File: src/rtl/canvas_write_scheduler_if.sv
`default_nettype none
// ============================================================================
// Module   : canvas_write_scheduler_if
// Purpose  : Paint/clear request handshakes and framebuffer write port bundle.
// Revision : 1.0 - initial release
// ============================================================================
interface canvas_write_scheduler_if #(
    parameter int ADDR_W = 15
);
    logic              paint_req;
    logic [7:0]        paint_x;
    logic [6:0]        paint_y;
    logic [2:0]        paint_color;
    logic              paint_ack;
    logic              clear_req;
    logic              clear_busy;
    logic              clear_done;
    logic              fb_we;
    logic [ADDR_W-1:0] fb_addr;
    logic [2:0]        fb_data;

    // Requester / framebuffer side
    modport master (
        output paint_req, paint_x, paint_y, paint_color, clear_req,
        input  paint_ack, clear_busy, clear_done, fb_we, fb_addr, fb_data
    );

    // Scheduler side
    modport slave (
        input  paint_req, paint_x, paint_y, paint_color, clear_req,
        output paint_ack, clear_busy, clear_done, fb_we, fb_addr, fb_data
    );
endinterface
`default_nettype wire

File: src/rtl/canvas_write_scheduler.sv
`default_nettype none
// ============================================================================
// Module   : canvas_write_scheduler
// Purpose  : Shares the framebuffer write port between paint and clear sweep.
//            Define BRUSH_3X3_EN for a 9-cycle 3x3 brush instead of one pixel.
// Revision : 1.0 - initial release
// ============================================================================
module canvas_write_scheduler #(
    parameter int H_RES  = 160,
    parameter int V_RES  = 120,
    parameter int ADDR_W = 15
) (
    input  logic clk,
    input  logic rst_n,
    canvas_write_scheduler_if.slave bus
);
    typedef enum logic [1:0] {
        S_IDLE  = 2'd0,
        S_PAINT = 2'd1,
        S_CLEAR = 2'd2
    } state_t;

    localparam logic [ADDR_W-1:0] c_LAST = ADDR_W'(H_RES * V_RES - 1);

    // Brush offsets are indexed 0..8 row-major; index 4 is the centre pixel.
`ifdef BRUSH_3X3_EN
    localparam logic [3:0] c_OFF_FIRST = 4'd0;
    localparam logic [3:0] c_OFF_LAST  = 4'd8;
`else
    localparam logic [3:0] c_OFF_FIRST = 4'd4;
    localparam logic [3:0] c_OFF_LAST  = 4'd4;
`endif

    state_t            r_state, w_state_nxt;
    logic [3:0]        r_off, w_off_nxt;
    logic [ADDR_W-1:0] r_cnt, w_cnt_nxt;
    logic              r_pend, w_pend_nxt;
    logic [7:0]        r_x, w_x_nxt;
    logic [6:0]        r_y, w_y_nxt;
    logic [2:0]        r_color, w_color_nxt;

    logic              r_we, w_we_nxt;
    logic [ADDR_W-1:0] r_addr, w_addr_nxt;
    logic [2:0]        r_data, w_data_nxt;
    logic              r_ack, w_ack_nxt;
    logic              r_busy, w_busy_nxt;
    logic              r_done, w_done_nxt;

    logic [7:0]        w_src_x;
    logic [6:0]        w_src_y;
    logic [2:0]        w_src_color;
    logic [3:0]        w_src_off;
    logic [1:0]        w_dxi, w_dyi;
    logic [9:0]        w_px, w_py;
    logic              w_pix_in;
    logic [ADDR_W-1:0] w_pix_addr;

    // Pixel for the next paint cycle: fresh inputs on accept, latched afterwards.
    always_comb begin
        if (r_state == S_IDLE) begin
            w_src_x     = bus.paint_x;
            w_src_y     = bus.paint_y;
            w_src_color = bus.paint_color;
            w_src_off   = c_OFF_FIRST;
        end else begin
            w_src_x     = r_x;
            w_src_y     = r_y;
            w_src_color = r_color;
            w_src_off   = r_off + 4'd1;
        end
    end

    always_comb begin
        w_dxi = 2'd1;
        w_dyi = 2'd1;
        case (w_src_off)
            4'd0:    begin w_dxi = 2'd0; w_dyi = 2'd0; end
            4'd1:    begin w_dxi = 2'd1; w_dyi = 2'd0; end
            4'd2:    begin w_dxi = 2'd2; w_dyi = 2'd0; end
            4'd3:    begin w_dxi = 2'd0; w_dyi = 2'd1; end
            4'd5:    begin w_dxi = 2'd2; w_dyi = 2'd1; end
            4'd6:    begin w_dxi = 2'd0; w_dyi = 2'd2; end
            4'd7:    begin w_dxi = 2'd1; w_dyi = 2'd2; end
            4'd8:    begin w_dxi = 2'd2; w_dyi = 2'd2; end
            default: begin w_dxi = 2'd1; w_dyi = 2'd1; end
        endcase
        // A negative coordinate wraps to a large unsigned value, so one compare rejects both edges.
        w_px       = {2'b00, w_src_x} + {8'd0, w_dxi} - 10'd1;
        w_py       = {3'b000, w_src_y} + {8'd0, w_dyi} - 10'd1;
        w_pix_in   = (w_px < 10'(H_RES)) && (w_py < 10'(V_RES));
        w_pix_addr = ADDR_W'(w_py) * ADDR_W'(H_RES) + ADDR_W'(w_px);
    end

    always_comb begin
        w_state_nxt = r_state;
        w_off_nxt   = r_off;
        w_cnt_nxt   = r_cnt;
        w_pend_nxt  = r_pend;
        w_x_nxt     = r_x;
        w_y_nxt     = r_y;
        w_color_nxt = r_color;
        w_we_nxt    = 1'b0;
        w_addr_nxt  = '0;
        w_data_nxt  = 3'b000;
        w_ack_nxt   = 1'b0;
        w_busy_nxt  = 1'b0;
        w_done_nxt  = 1'b0;
        case (r_state)
            S_IDLE: begin
                if (bus.clear_req || r_pend) begin
                    w_state_nxt = S_CLEAR;
                    w_pend_nxt  = 1'b0;
                    w_cnt_nxt   = '0;
                    w_we_nxt    = 1'b1;
                    w_data_nxt  = 3'b111;
                    w_busy_nxt  = 1'b1;
                    w_done_nxt  = (c_LAST == '0);
                end else if (bus.paint_req) begin
                    w_state_nxt = S_PAINT;
                    w_off_nxt   = c_OFF_FIRST;
                    w_x_nxt     = bus.paint_x;
                    w_y_nxt     = bus.paint_y;
                    w_color_nxt = bus.paint_color;
                    w_we_nxt    = w_pix_in;
                    w_addr_nxt  = w_pix_in ? w_pix_addr : '0;
                    w_data_nxt  = w_pix_in ? w_src_color : 3'b000;
                    w_ack_nxt   = (c_OFF_FIRST == c_OFF_LAST);
                end
            end
            S_PAINT: begin
                if (bus.clear_req) begin
                    w_pend_nxt = 1'b1;
                end
                if (r_off == c_OFF_LAST) begin
                    w_state_nxt = S_IDLE;
                end else begin
                    w_off_nxt  = r_off + 4'd1;
                    w_we_nxt   = w_pix_in;
                    w_addr_nxt = w_pix_in ? w_pix_addr : '0;
                    w_data_nxt = w_pix_in ? w_src_color : 3'b000;
                    w_ack_nxt  = (w_src_off == c_OFF_LAST);
                end
            end
            S_CLEAR: begin
                if (r_cnt == c_LAST) begin
                    w_state_nxt = S_IDLE;
                end else begin
                    w_cnt_nxt  = r_cnt + ADDR_W'(1);
                    w_we_nxt   = 1'b1;
                    w_addr_nxt = r_cnt + ADDR_W'(1);
                    w_data_nxt = 3'b111;
                    w_busy_nxt = 1'b1;
                    w_done_nxt = ((r_cnt + ADDR_W'(1)) == c_LAST);
                end
            end
            default: w_state_nxt = S_IDLE;
        endcase
    end

    always_ff @(posedge clk or negedge rst_n) begin
        if (!rst_n) begin
            r_state <= S_IDLE;
            r_off   <= 4'd0;
            r_cnt   <= '0;
            r_pend  <= 1'b0;
            r_x     <= 8'd0;
            r_y     <= 7'd0;
            r_color <= 3'b000;
            r_we    <= 1'b0;
            r_addr  <= '0;
            r_data  <= 3'b000;
            r_ack   <= 1'b0;
            r_busy  <= 1'b0;
            r_done  <= 1'b0;
        end else begin
            r_state <= w_state_nxt;
            r_off   <= w_off_nxt;
            r_cnt   <= w_cnt_nxt;
            r_pend  <= w_pend_nxt;
            r_x     <= w_x_nxt;
            r_y     <= w_y_nxt;
            r_color <= w_color_nxt;
            r_we    <= w_we_nxt;
            r_addr  <= w_addr_nxt;
            r_data  <= w_data_nxt;
            r_ack   <= w_ack_nxt;
            r_busy  <= w_busy_nxt;
            r_done  <= w_done_nxt;
        end
    end

    assign bus.fb_we      = r_we;
    assign bus.fb_addr    = r_addr;
    assign bus.fb_data    = r_data;
    assign bus.paint_ack  = r_ack;
    assign bus.clear_busy = r_busy;
    assign bus.clear_done = r_done;
endmodule
`default_nettype wire

File: src/flat_wrapper.sv
// flat-port wrapper written by rule: the top's interface ports become plain ports
module canvas_write_scheduler_flat 
#(
    parameter int H_RES  = 160,
    parameter int V_RES  = 120,
    parameter int ADDR_W = 15
)
  (clk, rst_n, bus_paint_req, bus_paint_x, bus_paint_y, bus_paint_color, bus_clear_req, bus_paint_ack, bus_clear_busy, bus_clear_done, bus_fb_we, bus_fb_addr, bus_fb_data);
  canvas_write_scheduler_if #(.ADDR_W(ADDR_W)) bus_i ();
  input  logic clk;
  input  logic rst_n;
  input wire logic [$bits(bus_i.paint_req)-1:0] bus_paint_req;
  input wire logic [$bits(bus_i.paint_x)-1:0] bus_paint_x;
  input wire logic [$bits(bus_i.paint_y)-1:0] bus_paint_y;
  input wire logic [$bits(bus_i.paint_color)-1:0] bus_paint_color;
  input wire logic [$bits(bus_i.clear_req)-1:0] bus_clear_req;
  output wire logic [$bits(bus_i.paint_ack)-1:0] bus_paint_ack;
  output wire logic [$bits(bus_i.clear_busy)-1:0] bus_clear_busy;
  output wire logic [$bits(bus_i.clear_done)-1:0] bus_clear_done;
  output wire logic [$bits(bus_i.fb_we)-1:0] bus_fb_we;
  output wire logic [$bits(bus_i.fb_addr)-1:0] bus_fb_addr;
  output wire logic [$bits(bus_i.fb_data)-1:0] bus_fb_data;
  assign bus_i.paint_req = bus_paint_req;
  assign bus_i.paint_x = bus_paint_x;
  assign bus_i.paint_y = bus_paint_y;
  assign bus_i.paint_color = bus_paint_color;
  assign bus_i.clear_req = bus_clear_req;
  assign bus_paint_ack = bus_i.paint_ack;
  assign bus_clear_busy = bus_i.clear_busy;
  assign bus_clear_done = bus_i.clear_done;
  assign bus_fb_we = bus_i.fb_we;
  assign bus_fb_addr = bus_i.fb_addr;
  assign bus_fb_data = bus_i.fb_data;
  canvas_write_scheduler #(.H_RES(H_RES), .V_RES(V_RES), .ADDR_W(ADDR_W)) u_core (.clk(clk), .rst_n(rst_n), .bus(bus_i));
endmodule
File: config.mk
export PLATFORM = sky130hd
export DESIGN_NAME = canvas_write_scheduler_flat
export DESIGN_NICKNAME = d
export VERILOG_FILES = /design/src/rtl/canvas_write_scheduler_if.sv /design/src/rtl/canvas_write_scheduler.sv /design/src/flat_wrapper.sv
export SDC_FILE = /design/constraint.sdc
export NUM_CORES = 1
export LEC_CHECK = 0
export BUFFER_PORTS_ARGS = -buffer_cell sky130_fd_sc_hd__buf_2
export CORE_AREA = 3 3 102 104
export CTS_CLUSTER_DIAMETER = 40
export DETAILED_ROUTE_END_ITERATION = 8
export DIE_AREA = 0 0 105 107
export PLACE_DENSITY = 0.72
export SKIP_LAST_GASP = 1
export SLEW_MARGIN = 5
export SYNTH_ARGS = -nofsm -noshare
export SYNTH_HDL_FRONTEND = slang
export SYNTH_SLANG_ARGS = --single-unit
File: constraint.sdc
create_clock -name clk -period 5.1 [get_ports clk]
set_input_delay 0.51 -clock clk [delete_from_list [all_inputs] [get_ports clk]]
set_output_delay 0.51 -clock clk [all_outputs]
set_load 0.05 [all_outputs]
==> out/results.tsv, run 1 <==
metric	value	unit
vias per inst	5.57	
CP Capture Type	flop	
Setup CP Type	flop to flop	
dpl ws	-0.160	ns
total clock sinks	62	
Max rail drop VDD	0.000143	V
achievable clock frequency	201	MHz
n_diodes	0	
Mapped Nets	583	
worst-path fanout max	3	
routed via count	4140	
final worst-path cycle share	0.975	
ys async rst share	1.00	
Core Area	9640	sq um
vias in the first global route	3933	
Slew headroom	0.349	
final hold violations	0	
minimum clock period	4.97	ns
share of layout cells above drive strength 1	0.339	
PD cells	178	nW/um^2
TritonCTS clock tree	done	
Post-DP HPWL	8160	um
final setup vio count	0	
ys flop type	dfrtp_1	
max-slew violation count	0	
CTS buffer count	9	
Synth Instances	528	
WL per Instance	15.7	um
Seq/Total Area, Yosys	0.328	
Avg Inst Size Synth	8.97	sq um
Antenna Nets Post-Route	0	
Clock transition at path regs	0.08	ns
layout net count	660	
outcome	finished, final reports clean	
Seq. cell area	1550	sq um
Worst-Margin Slew	0.973	ns
Die Footprint	11200	sq um
FILL cells	816	
initial drt markers	295	
Max Cap Viol	0	
Routed WL	11700	um
cell count after placement	711	
Non-Filler Instances	743	
Chip Width	105	um
clk_lat worst skew	0.36	ns
R2R Path Start	u_core.r_off[0]	
Initial DRT Pass Iterations	5	
P_leak	2.59	nW
Initial Util	0.491	
RSZ-0062 raised after global routing	true	
I/O Buffers	43	
commonest non-fill, non-tap cell in the layout	dfrtp_1	
largest net degree at the start of global routing	63	
Die Y	107	um
initial antenna violation count	0	
Yosys cell types	62	
GP Congestion	0.862	
H-tree Lvls	3	
row cnt	36	
R2R depth	27	
area grow syn2layout	25.3	%
reg-to-reg endpoint	u_core.bus.fb_addr[14]	
FF-to-FF setup slack	0.13	ns
Critical Path AT	5.20	ns
Yosys warnings	0	
GRT Util Overall	0.205	
area of the multi-input gates	3310	sq um
grt total ovfl	0	
CTS root buf	clkbuf_8	
Layout Skew	0.0141	ns
commonest non-fill, non-tap cells in the layout	dfrtp_1, buf_4, nand2_1	
HP Class	input port to asynchronous set/reset pin	
io pins	44	
global-route wire length before repair	18700	um
Worst EP required	5.33	ns
Syn Std Cell Area	4740	sq um
EDFF count, synth	0	
DRC Markers	0	
clock tree buffer depth	2	
Setup crit start kind	flop	
Yosys reg bits	62	
setup ws final	0.129	ns
# hold bufs at CTS	0	
-- per-layer routing --
metal  GRT usage  routed length, um
met1       0.262               5210
met2       0.344               5730
met3      0.0367                454
met4      0.0825                265
met5           0                  0
-- flip-flops by register name, indices dropped and copies added, names as in the netlist, 2 cells and up --
name                flops
u_core.r_color          3
u_core.bus.fb_addr     15
u_core.r_x              8
u_core.r_y              7
u_core.r_cnt           15
u_core.r_off            4
u_core.bus.fb_data      3
u_core.r_state          2
-- power by group --
group	internal (W)	switching [W]
combinational	0.00000787	0.0000162
clock	0.000327	0.000213
sequential	0.000491	0
total	0.000826	0.000230
-- metrics by stage --
stage,setup TNS (ns),area (sq um),total power [W],util,hold WS [ns]
3_3_place_gp,0,5290,0.000525,0.549,0.477
3_5_place_dp,-0.160,5290,0.000525,0.549,0.492
5_1_grt,-0.250,5930,0.00109,0.615,0.381
2_1_floorplan,0,4800,0.000503,-,0.214
4_1_cts,0,5680,0.00106,0.589,0.332
6_report,0,5930,0.00106,0.615,0.312
-- cell type report --
class	count	area share
Tap cell	133	0.0281
Clock buffer	9	0.0209
Multi-Input combinational cell	417	0.557
Clock inverter	7	0.0205
Timing Repair Buffer	90	0.0958
Inverter	25	0.0158
Sequential cell	62	0.262
-- cell usage after synthesis (3+ instances only) --
cell	n	share of area
and3_1	9	0.012
mux2_2	19	0.045
inv_1	25	0.020
nand2b_1	6	0.0079
ha_1	29	0.077
nor2_1	36	0.029
o211ai_1	4	0.0063
a31oi_1	3	0.0040
a21oi_1	24	0.025
or3_1	5	0.0066
o21a_1	4	0.0063
nand3_1	23	0.024
and2_1	10	0.013
fa_1	4	0.017
clkbuf_1	16	0.013
a221o_1	3	0.0063
o21ai_0	37	0.039
xor2_1	25	0.046
nor2b_1	5	0.0066
nor3_1	6	0.0063
o22ai_2	10	0.026
a21o_1	6	0.0095
nor4bb_1	3	0.0063
xnor2_1	21	0.039
nor4_1	5	0.0066
o31ai_1	10	0.016
o21bai_1	4	0.0063
o41ai_1	5	0.0092
mux2i_1	13	0.027
o22ai_1	6	0.0079
buf_2	3	0.0032
dfrtp_1	62	0.33
nand2_1	51	0.040
-- worst max-delay path by stage --
stage                     slack (ns)               from                      to
after floorplan                0.009  u_core.r_state[1]  u_core.bus.fb_addr[14]
final                           0.13    u_core.r_off[0]  u_core.bus.fb_addr[14]
after detailed placement       -0.16    u_core.r_off[0]  u_core.bus.fb_addr[14]
after global routing           -0.13    u_core.r_off[1]  u_core.bus.fb_addr[13]
after global placement          0.05    u_core.r_off[0]  u_core.bus.fb_addr[14]
after CTS                      0.007    u_core.r_off[0]  u_core.bus.fb_addr[14]
-- critical path: stages, from the launching register on --
cell and delay [ns]:
dfrtp_1 0.41, inv_2 0.09, ha_4 0.20, nand2_2 0.07, ha_2 0.19, and2_4 0.15, o21ai_1 0.07, nand2_1 0.12
nand2_2 0.08, ha_4 0.17, fa_2 0.39, inv_2 0.08, a21oi_2 0.05, o21ai_2 0.21, or2_4 0.15, nand2_2 0.06
ha_4 0.26, ha_2 0.18, inv_1 0.06, fa_2 0.39, nand2b_4 0.16, a21oi_4 0.19, xor2_2 0.16, nand2_1 0.12
nor4b_4 0.29, xnor2_1 0.17, xnor2_1 0.09, o41ai_1 0.27
-- repair_timing --
| item | 4_1_cts | 5_1_grt |
|---|---|---|
| setup buffers | 8 | 8 |
| resized for setup | 21 | 44 |
| pin swaps | 13 | 33 |
| setup endpoints to repair | 2 | 6 |
-- logic make-up (layout without fill, tap and decap cells) --
kind of cell    after synthesis  after routing  share of synthesized area
fa+ha+maj                    33             33                     0.0935
compound gates              128            128                      0.188
flops                        62             62                      0.328
buf+inv                      49            131                     0.0431
xor+xnor                     46             46                     0.0851
simple gates                178            178                      0.190
mux                          32             32                     0.0727
Note: power is estimated with default switching activity, not from simulation.
==> run 2, diff against run 1 <==
--- a/config.mk
+++ b/config.mk
@@ -6,10 +6,11 @@
 export NUM_CORES = 1
 export LEC_CHECK = 0
 export BUFFER_PORTS_ARGS = -buffer_cell sky130_fd_sc_hd__buf_2
-export CORE_AREA = 3 3 102 104
+export CORE_AREA = 3 3 117 91
 export CTS_CLUSTER_DIAMETER = 40
+export CTS_CLUSTER_SIZE = 25
 export DETAILED_ROUTE_END_ITERATION = 8
-export DIE_AREA = 0 0 105 107
+export DIE_AREA = 0 0 120 94
 export PLACE_DENSITY = 0.72
 export SKIP_LAST_GASP = 1
 export SLEW_MARGIN = 5
==> run 2 against run 1 <==
Effect of this change:
- the run now ends with setup timing left
- register-to-register slack lost 0.24 ns
- sequential share of layout area shrank 0.91 points
- flip-flop and latch count is the same
- worst setup slack lost 0.24 ns
- sequential power is essentially flat
- core utilization grew 2.7 points
- global-route usage grew 0.91 points
- first-iteration DRC count grew 78%
- hold slack gained 0.029 ns
- highest routed layer unchanged
==> out/results.tsv, run 2 (synthesis results as in run 1) <==
metric	value	unit
Final Instance Area	6150	sq um
Die Footprint	11300	sq um
cell count after placement	708	
WL per Instance	17.5	um
Layout Skew	0.00684	ns
minimum clock period	5.22	ns
P_leak	2.65	nW
share of layout cells above drive strength 1	0.351	
Setup CP Type	flop to flop	
Worst-Margin Slew	1.01	ns
total clock sinks	62	
commonest non-fill, non-tap cells in the layout	dfrtp_1, buf_4, nand2_1	
vias in the first global route	3994	
commonest non-fill, non-tap cell in the layout	dfrtp_1	
n_diodes	0	
RSZ-0062 raised after global routing	true	
failing checks	setup timing	
Setup crit start kind	flop	
area grow syn2layout	29.9	%
clk_lat worst skew	0.34	ns
final setup vio count	1	
CTS buffer count	9	
worst-path fanout max	6	
CTS root buf	clkbuf_16	
Initial DRT Pass Iterations	5	
Critical Path AT	5.44	ns
Slew headroom	0.325	
Non-Filler Instances	744	
Pwr Total	0.00115	W
Max rail drop VDD	0.000174	V
HP Class	input port to asynchronous set/reset pin	
grt total ovfl	0	
PD cells	188	nW/um^2
Core Area	9580	sq um
Antenna Nets Post-Route	0	
fin util	0.642	
io pins	44	
crit path max-delay cell type	fa_2	
Max Cap Viol	0	
final worst-path cycle share	1.02	
Initial Util	0.494	
initial antenna violation count	0	
routed via count	4400	
Die Y	94	um
achievable clock frequency	192	MHz
TritonCTS clock tree	done	
GRT Util Overall	0.214	
outcome	finished, violations left	
Post-DP HPWL	8350	um
Routed WL	13000	um
largest net degree at the start of global routing	63	
Worst EP required	5.32	ns
CP peak stage delay	0.59	ns
max-slew violation count	0	
Chip Width	120	um
DRC Markers	0	
I/O Buffers	43	
Placed Area	5270	sq um
Clock transition at path regs	0.06	ns
setup ws final	-0.115	ns
CP Capture Type	flop	
clock tree buffer depth	2	
H-tree Lvls	3	
hold slack	0.341	ns
row cnt	31	
layout net count	663	
GP Congestion	0.916	
initial drt markers	526	
vias per inst	5.91	
final hold violations	0	
global-route wire length before repair	19300	um
[run 2: what timing repair did]
action,in CTS,in global routing
cloned,0,0
pin swaps,5,42
buffers inserted,2,19
hold buffers,0,0
resized for setup,11,75
setup endpoints to repair,2,5
[run 2: metrics by stage]
| step | TNS, ns | worst slack (ns) |
|---|---|---|
| 2_1_floorplan | 0 | 0.00920 |
| 3_3_place_gp | 0 | 0.0974 |
| 3_5_place_dp | -0.256 | -0.232 |
| 4_1_cts | 0 | 0.00559 |
| 5_1_grt | -0.643 | -0.396 |
| 6_report | -0.115 | -0.115 |
[run 2: path summary, 6_finish.rpt]
path,to,startpoint,cells after the start,slack [ns]
min in group clk,u_core.r_y[1],bus_paint_y[1],2,0.42
hold / removal,u_core.r_cnt[1],rst_n,2,0.34
hold reg to reg,u_core.r_x[0],u_core.r_x[0],1,0.50
max in group asynchronous,u_core.r_off[2],rst_n,2,4.20
setup / recovery,u_core.bus.fb_addr[14],u_core.r_off[0],26,-0.12
setup reg to reg,u_core.bus.fb_addr[14],u_core.r_off[0],26,-0.12
[run 2: critical path, delay by kind of cell, from the launching register on]
kind,cells,cell delay (ns)
adders and majority gates,5,1.65
buffers and inverters,4,0.43
DFF,1,0.37
AOI/OAI and AO/OA,3,0.59
xor gates and xnor gates,5,0.85
and+or+nand+nor,9,1.21
[run 2: metal layers]
| layer | part of all wire | up-vias | GRT usage |
|---|---|---|---|
| met3 | 0.064 | 43 | 0.0536 |
| met1 | 0.43 | 2120 | 0.287 |
| li1 | - | 2054 | - |
| met2 | 0.48 | 183 | 0.336 |
| met4 | 0.025 | 0 | 0.0782 |
| met5 | 0 | - | 0 |
[run 2: area by class of cell]
type,count,area [sq um]
Timing Repair Buffer,93,594
Clock inverter,3,42.5
Sequential cell,62,1550
Tap cell,132,165
Multi-Input combinational cell,417,3440
Clock buffer,12,267
Fill cell,721,3430
Inverter,25,93.8
[run 2: report_power, final]
part | internal [W] | switching (W)
clock network | 0.000414 | 0.000222
logic | 0.00000785 | 0.0000165
registers | 0.000492 | 0
==> run 3, diff against run 2 <==
--- a/config.mk
+++ b/config.mk
@@ -11,7 +11,7 @@
 export CTS_CLUSTER_SIZE = 25
 export DETAILED_ROUTE_END_ITERATION = 8
 export DIE_AREA = 0 0 120 94
-export PLACE_DENSITY = 0.72
+export PLACE_DENSITY = 0.8
 export SKIP_LAST_GASP = 1
 export SLEW_MARGIN = 5
 export SYNTH_ARGS = -nofsm -noshare
==> run 3 against run 2 <==
Effect of this change:
- sequential power barely moved
- largest cell class unchanged
- wire length fell by 1.7%
- register-to-register slack improved by 0.22 ns
- cell area fell by 2.9%
- the flow now finishes without violations
- combinational power rose by 3%
- cell count fell by 0.81%
==> out/results.tsv, run 3 (synthesis results as in run 1) <==
metric	value	unit
final hold violations	0	
FILL cells	747	
Critical Path AT	5.23	ns
vias in the first global route	4160	
Routed WL	12800	um
clk_lat worst skew	0.33	ns
Slew headroom	0.303	
TritonCTS clock tree	done	
Die Y	94	um
Setup crit start kind	flop	
layout net count	658	
initial antenna violation count	0	
worst-path fanout max	5	
DRC Markers	0	
Worst EP required	5.33	ns
setup TNS	0	ns
commonest non-fill, non-tap cell in the layout	dfrtp_1	
Setup CP Type	flop to flop	
CP Capture Type	flop	
Layout Skew	0.00911	ns
CTS buffer count	9	
final setup vio count	0	
setup ws final	0.106	ns
vias per inst	5.86	
PD cells	189	nW/um^2
WL per Instance	17.3	um
Initial Util	0.494	
final worst-path cycle share	0.979	
Die Footprint	11300	sq um
Antenna Nets Post-Route	0	
share of layout cells above drive strength 1	0.327	
global-route wire length before repair	19800	um
clock tree buffer depth	2	
RSZ-0062 raised after global routing	true	
max-slew violation count	0	
area of the multi-input gates	3310	sq um
outcome	finished, final reports clean	
row cnt	31	
Worst-Margin Slew	1.04	ns
achievable clock frequency	200	MHz
Final Instance Area	5970	sq um
Clock transition at path regs	0.06	ns
Worst Path Buf+Inv	3	
GP Congestion	0.892	
Placed Area	5230	sq um
commonest non-fill, non-tap cells in the layout	dfrtp_1, nand2_1, buf_4	
I/O Buffers	43	
CP peak stage delay	0.46	ns
area grow syn2layout	26.1	%
Crit path max-delay family	adder cells	
Initial DRT Pass Iterations	6	
H-tree Lvls	3	
P_leak	2.60	nW
Post-DP HPWL	8280	um
dpl ws	-0.356	ns
Core Area	9580	sq um
Chip Width	120	um
HP Class	input port to asynchronous set/reset pin	
CTS root buf	clkbuf_16	
fin util	0.623	
crit path max-delay cell type	fa_2	
Max Cap Viol	0	
GRT Util Overall	0.217	
io pins	44	
routed via count	4326	
n_diodes	0	
Max rail drop VDD	0.000238	V
total clock sinks	62	
minimum clock period	4.99	ns
initial drt markers	318	
grt total ovfl	0	
largest net degree at the start of global routing	63	
Seq. cell area	1550	sq um
## run 3: changes by cell type in the layout (fill, tap and decap cells not counted), sizes merged
cell and delta:
clkbuf +1, buf -5, clkinvlp -1, clkinv -1
## run 3: metal layers
layer	global-route usage	vias up	share of wire
met5	0	-	0
met4	0.0582	0	0.013
met3	0.0530	21	0.059
met2	0.360	157	0.49
met1	0.286	2094	0.43
li1	-	2054	-
## run 3: cell type report
| cell class | instances | share of cell area |
|---|---|---|
| inverter | 25 | 0.0157 |
| multi-input combinational | 417 | 0.555 |
| clock buffer | 13 | 0.0436 |
| timing repair buffer | 88 | 0.0933 |
| sequential | 62 | 0.260 |
| tap | 132 | 0.0277 |
| clock inverter | 1 | 0.00503 |
## run 3: where the power goes
group | leakage [nW] | switching (W) | total [W] | internal [W]
Clock | 0.142 | 0.000209 | 0.000608 | 0.000399
Sequential | 0.721 | 0 | 0.000493 | 0.000493
Combinational | 1.74 | 0.0000171 | 0.0000250 | 0.00000788
## run 3: timing repair
action | 4_1_cts | 5_1_grt
hold buffers | 0 | 0
gates resized for setup | 25 | 44
buffers inserted | 14 | 8
endpoints found under the setup margin | 3 | 13
pin swaps | 16 | 32
## run 3: per-stage QoR
step           std cells  hold WS (ns)  total power (W)
2_1_floorplan        528         0.214         0.000503
3_3_place_gp         702         0.482         0.000525
3_5_place_dp         702         0.489         0.000526
5_1_grt              738         0.428          0.00115
4_1_cts              730         0.380          0.00113
6_report             738         0.355          0.00113
## run 3: path summary, 6_finish.rpt
| kind | start | to | slack, ns | cells past startpoint |
|---|---|---|---|---|
| max in group asynchronous | rst_n | u_core.r_x[6] | 4.24 | 2 |
| min reg2reg | u_core.r_x[2] | u_core.r_x[2] | 0.50 | 1 |
| min in group clk | bus_paint_x[0] | u_core.r_x[0] | 0.43 | 2 |
| max | u_core.r_off[1] | u_core.bus.fb_addr[14] | 0.11 | 27 |
| max reg2reg | u_core.r_off[1] | u_core.bus.fb_addr[14] | 0.11 | 27 |
| min | rst_n | u_core.bus.fb_addr[14] | 0.35 | 2 |
